`src/rtl/mips_pkg.sv`:
```
// mips_pkg: definitions shared by the MIPS core front end.
//   if_state_e : fetch-stage FSM encoding (IDLE, FETCH, HOLD, DRAIN)
//   REDIR_*    : redirect kind codes carried on redir_kind
//   PC_STEP    : byte distance between consecutive instructions
package mips_pkg;

    typedef enum logic [1:0] {
        ST_IDLE  = 2'b00,
        ST_FETCH = 2'b01,
        ST_HOLD  = 2'b10,
        ST_DRAIN = 2'b11
    } if_state_e;

    localparam logic [1:0] REDIR_BR  = 2'b00;
    localparam logic [1:0] REDIR_J   = 2'b01;
    localparam logic [1:0] REDIR_JR  = 2'b10;
    localparam logic [1:0] REDIR_EXC = 2'b11;

    localparam logic [31:0] PC_STEP = 32'd4;

endpackage

```
`src/rtl/ifetch_if.sv`:
```
// ifetch_if: bundle of the fetch stage's three buses.
//   imem_*  : level request / one-cycle valid port to instruction memory
//   id_*    : valid/ready handshake carrying the instruction to decode
//   redir_* : redirect request and target operands from execute
// Modports: master = fetch stage side, slave = memory/decode/execute side.
interface ifetch_if;
    logic        imem_req;
    logic [31:0] imem_addr;
    logic        imem_rvalid;
    logic [31:0] imem_rdata;

    logic        id_valid;
    logic        id_ready;
    logic [31:0] id_inst;
    logic [31:0] id_pc;
    logic [31:0] id_pc4;

    logic        redir_valid;
    logic [1:0]  redir_kind;
    logic [31:0] redir_pc4;
    logic [31:0] redir_imm;
    logic [25:0] redir_index;
    logic [31:0] redir_reg;

    modport master (
        output imem_req, imem_addr, id_valid, id_inst, id_pc, id_pc4,
        input  imem_rvalid, imem_rdata, id_ready,
        input  redir_valid, redir_kind, redir_pc4, redir_imm, redir_index, redir_reg
    );

    modport slave (
        input  imem_req, imem_addr, id_valid, id_inst, id_pc, id_pc4,
        output imem_rvalid, imem_rdata, id_ready,
        output redir_valid, redir_kind, redir_pc4, redir_imm, redir_index, redir_reg
    );
endinterface

```
`src/rtl/ifetch_target.sv`:
```
// ifetch_target: combinational redirect target selection.
//   kind/pc4/imm/index/reg_tgt in : redirect operands from execute
//   target out                    : address to load into the PC
//   misaligned out                : target had nonzero low bits (check enabled only)
// Build option IFETCH_ALIGN_CHECK_EN: when defined, a misaligned target is
// replaced by EXC_VECTOR and flagged; otherwise its low two bits are cleared.
module ifetch_target
    import mips_pkg::*;
#(
    parameter logic [31:0] EXC_VECTOR = 32'h0000_0180
) (
    input  logic [1:0]  kind,
    input  logic [31:0] pc4,
    input  logic [31:0] imm,
    input  logic [25:0] index,
    input  logic [31:0] reg_tgt,
    output logic [31:0] target,
    output logic        misaligned
);

    logic [31:0] raw;

    always_comb begin
        raw = EXC_VECTOR;
        unique case (kind)
            // imm << 2 keeps only imm[29:0], which is the word offset modulo 2^32
            REDIR_BR:  raw = pc4 + (imm << 2);
            REDIR_J:   raw = {pc4[31:28], index, 2'b00};
            REDIR_JR:  raw = reg_tgt;
            REDIR_EXC: raw = EXC_VECTOR;
            default:   raw = EXC_VECTOR;
        endcase
    end

`ifdef IFETCH_ALIGN_CHECK_EN
    assign misaligned = (raw[1:0] != 2'b00);
    assign target     = misaligned ? EXC_VECTOR : raw;
`else
    assign misaligned = 1'b0;
    assign target     = raw & ~32'h0000_0003;
`endif

endmodule

```
`src/rtl/ifetch_stage.sv`:
```
// ifetch_stage: instruction fetch stage of the 32-instruction MIPS core.
//   clk, reset (async, active-high)
//   bus (ifetch_if.master): imem request/response, decode handshake, redirects
//   align_err out: sticky misaligned-target flag (always 0 unless the
//                  IFETCH_ALIGN_CHECK_EN build option is defined)
// One request outstanding at most; a redirect that arrives while a request is
// in flight parks the FSM in DRAIN until the stale response has been dropped.
module ifetch_stage
    import mips_pkg::*;
#(
    parameter logic [31:0] RESET_PC   = 32'h0000_0000,
    parameter logic [31:0] EXC_VECTOR = 32'h0000_0180
) (
    input  logic          clk,
    input  logic          reset,
    ifetch_if.master      bus,
    output logic          align_err
);

    if_state_e   state_q, state_d;
    logic [31:0] pc_q, pc_d;
    logic [31:0] fetch_addr_q, fetch_addr_d;
    logic [31:0] id_inst_q, id_inst_d;
    logic [31:0] id_pc_q, id_pc_d;
    logic [31:0] id_pc4_q, id_pc4_d;
    logic        align_err_q, align_err_d;

    logic [31:0] target;
    logic        misaligned;

    ifetch_target #(.EXC_VECTOR(EXC_VECTOR)) u_target (
        .kind       (bus.redir_kind),
        .pc4        (bus.redir_pc4),
        .imm        (bus.redir_imm),
        .index      (bus.redir_index),
        .reg_tgt    (bus.redir_reg),
        .target     (target),
        .misaligned (misaligned)
    );

    always_ff @(posedge clk or posedge reset) begin
        if (reset) begin
            state_q      <= ST_IDLE;
            pc_q         <= RESET_PC;
            fetch_addr_q <= 32'h0;
            id_inst_q    <= 32'h0;
            id_pc_q      <= 32'h0;
            id_pc4_q     <= PC_STEP;
            align_err_q  <= 1'b0;
        end else begin
            state_q      <= state_d;
            pc_q         <= pc_d;
            fetch_addr_q <= fetch_addr_d;
            id_inst_q    <= id_inst_d;
            id_pc_q      <= id_pc_d;
            id_pc4_q     <= id_pc4_d;
            align_err_q  <= align_err_d;
        end
    end

    always_comb begin
        state_d      = state_q;
        pc_d         = pc_q;
        fetch_addr_d = fetch_addr_q;
        id_inst_d    = id_inst_q;
        id_pc_d      = id_pc_q;
        id_pc4_d     = id_pc4_q;
        align_err_d  = align_err_q;

        if (bus.redir_valid) begin
            // Redirect beats every other event, including a HOLD handshake.
            pc_d        = target;
            align_err_d = align_err_q | misaligned;
            unique case (state_q)
                ST_IDLE, ST_HOLD: begin
                    state_d      = ST_FETCH;
                    fetch_addr_d = target;
                end
                ST_FETCH, ST_DRAIN: begin
                    // Response in hand: drop it and refetch now; otherwise wait
                    // in DRAIN for the stale response before reissuing.
                    if (bus.imem_rvalid) begin
                        state_d      = ST_FETCH;
                        fetch_addr_d = target;
                    end else begin
                        state_d = ST_DRAIN;
                    end
                end
                default: state_d = ST_IDLE;
            endcase
        end else begin
            unique case (state_q)
                ST_IDLE: begin
                    state_d      = ST_FETCH;
                    fetch_addr_d = pc_q;
                end
                ST_FETCH: begin
                    if (bus.imem_rvalid) begin
                        id_inst_d = bus.imem_rdata;
                        id_pc_d   = fetch_addr_q;
                        id_pc4_d  = fetch_addr_q + PC_STEP;
                        pc_d      = fetch_addr_q + PC_STEP;
                        state_d   = ST_HOLD;
                    end
                end
                ST_HOLD: begin
                    if (bus.id_ready) begin
                        state_d      = ST_FETCH;
                        fetch_addr_d = pc_q;
                    end
                end
                ST_DRAIN: begin
                    if (bus.imem_rvalid) begin
                        state_d      = ST_FETCH;
                        fetch_addr_d = pc_q;
                    end
                end
                default: state_d = ST_IDLE;
            endcase
        end
    end

    assign bus.imem_req  = (state_q == ST_FETCH) || (state_q == ST_DRAIN);
    assign bus.imem_addr = fetch_addr_q;
    assign bus.id_valid  = (state_q == ST_HOLD);
    assign bus.id_inst   = id_inst_q;
    assign bus.id_pc     = id_pc_q;
    assign bus.id_pc4    = id_pc4_q;
    assign align_err     = align_err_q;

endmodule

```
`src/flat_wrapper.sv`:
```
// flat-port wrapper written by rule: the top's interface ports become plain ports
module ifetch_stage_flat import mips_pkg::*;
#(
    parameter logic [31:0] RESET_PC   = 32'h0000_0000,
    parameter logic [31:0] EXC_VECTOR = 32'h0000_0180
)
  (clk, reset, align_err, bus_imem_req, bus_imem_addr, bus_id_valid, bus_id_inst, bus_id_pc, bus_id_pc4, bus_imem_rvalid, bus_imem_rdata, bus_id_ready, bus_redir_valid, bus_redir_kind, bus_redir_pc4, bus_redir_imm, bus_redir_index, bus_redir_reg);
  ifetch_if bus_i ();
  input  logic clk;
  input  logic reset;
  output logic align_err;
  output wire logic [$bits(bus_i.imem_req)-1:0] bus_imem_req;
  output wire logic [$bits(bus_i.imem_addr)-1:0] bus_imem_addr;
  output wire logic [$bits(bus_i.id_valid)-1:0] bus_id_valid;
  output wire logic [$bits(bus_i.id_inst)-1:0] bus_id_inst;
  output wire logic [$bits(bus_i.id_pc)-1:0] bus_id_pc;
  output wire logic [$bits(bus_i.id_pc4)-1:0] bus_id_pc4;
  input wire logic [$bits(bus_i.imem_rvalid)-1:0] bus_imem_rvalid;
  input wire logic [$bits(bus_i.imem_rdata)-1:0] bus_imem_rdata;
  input wire logic [$bits(bus_i.id_ready)-1:0] bus_id_ready;
  input wire logic [$bits(bus_i.redir_valid)-1:0] bus_redir_valid;
  input wire logic [$bits(bus_i.redir_kind)-1:0] bus_redir_kind;
  input wire logic [$bits(bus_i.redir_pc4)-1:0] bus_redir_pc4;
  input wire logic [$bits(bus_i.redir_imm)-1:0] bus_redir_imm;
  input wire logic [$bits(bus_i.redir_index)-1:0] bus_redir_index;
  input wire logic [$bits(bus_i.redir_reg)-1:0] bus_redir_reg;
  assign bus_imem_req = bus_i.imem_req;
  assign bus_imem_addr = bus_i.imem_addr;
  assign bus_id_valid = bus_i.id_valid;
  assign bus_id_inst = bus_i.id_inst;
  assign bus_id_pc = bus_i.id_pc;
  assign bus_id_pc4 = bus_i.id_pc4;
  assign bus_i.imem_rvalid = bus_imem_rvalid;
  assign bus_i.imem_rdata = bus_imem_rdata;
  assign bus_i.id_ready = bus_id_ready;
  assign bus_i.redir_valid = bus_redir_valid;
  assign bus_i.redir_kind = bus_redir_kind;
  assign bus_i.redir_pc4 = bus_redir_pc4;
  assign bus_i.redir_imm = bus_redir_imm;
  assign bus_i.redir_index = bus_redir_index;
  assign bus_i.redir_reg = bus_redir_reg;
  ifetch_stage #(.RESET_PC(RESET_PC), .EXC_VECTOR(EXC_VECTOR)) u_core (.clk(clk), .reset(reset), .bus(bus_i), .align_err(align_err));
endmodule
```
`config.mk`:
```
export PLATFORM = sky130hd
export DESIGN_NAME = ifetch_stage_flat
export DESIGN_NICKNAME = d
export VERILOG_FILES = /design/src/rtl/mips_pkg.sv /design/src/rtl/ifetch_if.sv /design/src/rtl/ifetch_target.sv /design/src/rtl/ifetch_stage.sv /design/src/flat_wrapper.sv
export SDC_FILE = /design/constraint.sdc
export NUM_CORES = 1
export LEC_CHECK = 0
export CORE_ASPECT_RATIO = 1.4
export CORE_MARGIN = 3
export CORE_UTILIZATION = 44
export CTS_BUF_LIST = sky130_fd_sc_hd__clkbuf_2
export DETAILED_ROUTE_END_ITERATION = 8
export PLACE_DENSITY = 0.78
export RECOVER_POWER = 100
export SLEW_MARGIN = 20
export SYNTH_ARGS = -nofsm -noshare
export SYNTH_HDL_FRONTEND = slang
export SYNTH_HIERARCHICAL = 1
export SYNTH_SLANG_ARGS = --single-unit
```
`constraint.sdc`:
```
create_clock -name clk -period 5.25 [get_ports clk]
set_clock_uncertainty 0.1 [all_clocks]
set_input_delay 0.7875 -clock clk [delete_from_list [all_inputs] [get_ports clk]]
set_output_delay 0.7875 -clock clk [all_outputs]
set_load 0.005 [all_outputs]
```
==> metrics.csv <==
metric,value,unit
total track usage,22.4,%
via count,8419,
CP endpoint kind,flip-flop,
total grt overflow,0,
Synth-to-Final Area Change,35.3,%
clock buffer depth,2,
Initial Utilization,45.3,%
CP Launch Point,bus_redir_valid,
CP Max Fanout,91,
Core Box Area,0.0201,sq mm
DP HPWL,19.3,mm
Comb power frac,43.4,%
Seq pwr share,43.1,%
Pwr Total,5.08,mW
final core utilization,61.3,%
vias in the first global route,8083,
Die W,128,um
DR pass1 iterations,5,
top post-synthesis cells by area,"dfrtp_1, nand2_1, o21ai_0, ha_1, mux2i_1",
Tcrit/Tclk final,78.3,%
worst slew pin tran,3330,ps
power per cell area,412,mW/mm^2
outcome,"finished, violations left",
TritonCTS buffer count,17,
DRC errors left,0,
Initial DRC Count,588,
initial antenna violation count,1,
CTS sink count,161,
die height,176,um
Sw Share,38.3,%
post-synthesis async set-or-reset flop share,100,%
synthesized area,0.00913,sq mm
Max Cap Viol,3,
Synth top area share,43.9,%
RD Place Congestion,0.918,
Post-CTS Setup Inserts,0,
vias per inst,5.31,
"Clk pin slew, worst setup/hold paths",220,ps
final-report max-slew violation count,269,
placed standard-cell area,0.0121,sq mm
"Buf+Inv Stages, Crit Path",2,
Die Area,0.0225,sq mm
routed length per instance,16.1,um
FMAX,243,MHz
Critical Path RT,5720,ps
worst r2r src,u_core/state_q[1],
Cell Int Power,3.14,mW
VDD IR max,166,uV
endpoints failing hold,0,
synthesis-stage register bit count,161,
CP arrival,4580,ps
# port buffers,285,
first-pass GRT wire length,41.2,mm
fin crit period,4110,ps
"count leader, synth",nand2_1,
Leak,5.75,nW
Worst slew margin,-122,%
Clk pwr share,13.4,%
crit path launch type,primary input,
layout cells sized above 1,4.80,%
# IOs,292,
Nets,1514,
largest area contributor in the netlist,dfrtp_1,
largest net degree at the start of global routing,92,
sequential share of the synthesized area,44.2,%
"CP delay by family, top",buffers and inverters,
largest stage delay on the critical path,1500,ps
setup TNS,0,ps
Syn Inst Count,1070,
worst path cell trace,clkbuf_2 -> nand2b_2 -> buf_4 -> o21ai_0,
NetSw,1.95,mW
cts repair resizes,0,
violated checks,"capacitance limit, slew limit",
htree depth,4,
final setup vio count,0,
"antenna viol nets, final",0,
dominant synthesized flop cell,dfrtp_1,
hold buffer count at CTS,0,
Critical-path top delay cell,clkbuf_2,
post-synth cell types,64,
number of synthesized flops with an enable pin,0,
Clock Latency Late Sink,710,ps
Worst Hold Launch,u_core/bus.id_pc4[14],
CP Class,in -> reg,
HP Class,reg -> reg,
CTS tree,yes,
Synth Area per Inst,8.53,sq um
top post-synthesis cells by count,"nand2_1, dfrtp_1, o21ai_0",
clock tree root buffer cell,clkbuf_2,
Rows,61,
RSZ-0062 raised after global routing,no,
drt total wl,25.6,mm
final instance area,0.0123,sq mm
yosys warns,6,
==> power groups by stage <==
| stage | logic (mW) | registers, mW | clock network [mW] |
|---|---|---|---|
| after CTS | 2.42 | 2.22 | 0.708 |
| after global routing | 2.46 | 2.27 | 0.761 |
| after detailed placement | 2.41 | 2.25 | 0 |
| after floorplan | 1.04 | 2.17 | 0 |
| after global placement | 2.36 | 2.22 | 0 |
| final | 2.21 | 2.19 | 0.682 |
==> area by class of cell <==
type | count | area [sq um]
inverters | 16 | 60.1
diodes | 1 | 2.50
clock inverters | 14 | 153
flip-flops and latches | 161 | 4030
clock buffers | 18 | 90.1
repair buffers | 295 | 2910
fillers | 1809 | 7810
multi-input cells | 828 | 4780
well taps | 252 | 315
==> tightest hold or removal path: cells and delay by family, from the launching register on <==
kind / cells / cell delay [ps]
AO/OA/AOI/OAI: 1 / 50
flip-flops: 1 / 380
AND/OR/NAND/NOR: 1 / 40
==> per-stage QoR <==
step | cells | hold slack (ps) | worst slack (ps)
after floorplan | 1072 | 351 | 15.9
after global placement | 1552 | 358 | 1090
after detailed placement | 1552 | 362 | 1070
after CTS | 1584 | 386 | 1870
after global routing | 1585 | 374 | 869
final | 1585 | 396 | 1140
==> kinds of logic (layout without fill, tap and decap cells) <==
kind of cell	after synthesis	in the layout	synth area share (%)
AND/OR/NAND/NOR	440	440	21.1
AO/OA/AOI/OAI	257	257	16.6
flip-flops	161	161	44.2
buffers and inverters	83	343	3.76
XOR/XNOR	53	53	5.09
multiplexers	41	41	4.50
adder cells (fa/ha/maj)	34	34	4.74
other	1	4	0.0411
==> state kept, by name, indices dropped and copies added, names as in the netlist <==
register,cells
u_core/pc_q,32
u_core/bus.id_pc4,30
u_core/align_err,1
u_core/bus.imem_addr,32
u_core/bus.id_inst,32
u_core/state_q,2
u_core/bus.id_pc,32
==> routing by layer <==
layer  global-route usage, %  wire length (um)  share of wire [%]  vias to the layer above
met2                    38.2             12600                 49                      310
met1                    29.6             10900                 43                     3931
met3                    4.12              1660                6.5                       27
met5                       0                 0                  0                        -
li1                        -                 -                  -                     4151
met4                    5.00               393                1.5                        0
==> final timing paths <==
kind	to	slack, ps	cells after the start
setup / recovery	u_core/pc_q[24]	1140	4
hold / removal	u_core/bus.id_pc4[14]	400	2
setup reg to reg	u_core/pc_q[24]	1990	7
hold reg to reg	u_core/bus.id_pc4[14]	400	2
max in group asynchronous	u_core/bus.imem_addr[11]	1510	3
min in group asynchronous	u_core/bus.id_inst[2]	1610	2
==> placed cells by master, fill, tap and decap left out, types with 3 or more instances in the layout <==
master,count
a211oi_1,4
a21o_1,13
a21oi_1,54
a21oi_2,3
a22oi_1,25
a31oi_1,3
and3_1,10
buf_4,7
clkbuf_2,20
clkdlybuf4s50_1,151
clkinv_4,3
conb_1,3
dfrtp_1,160
dlygate4sd3_1,132
ha_1,33
inv_1,16
inv_6,5
mux2i_1,41
nand2_1,313
nand2b_1,5
nand3_1,11
nand3b_1,3
nand4_1,11
nor2_1,44
nor2b_1,7
nor3_1,6
nor3b_1,5
nor4_2,3
o21a_1,4
o21ai_0,123
o21ai_1,7
o21bai_1,4
xnor2_1,29
xor2_1,24
Note: power is estimated with default switching activity, not from simulation.
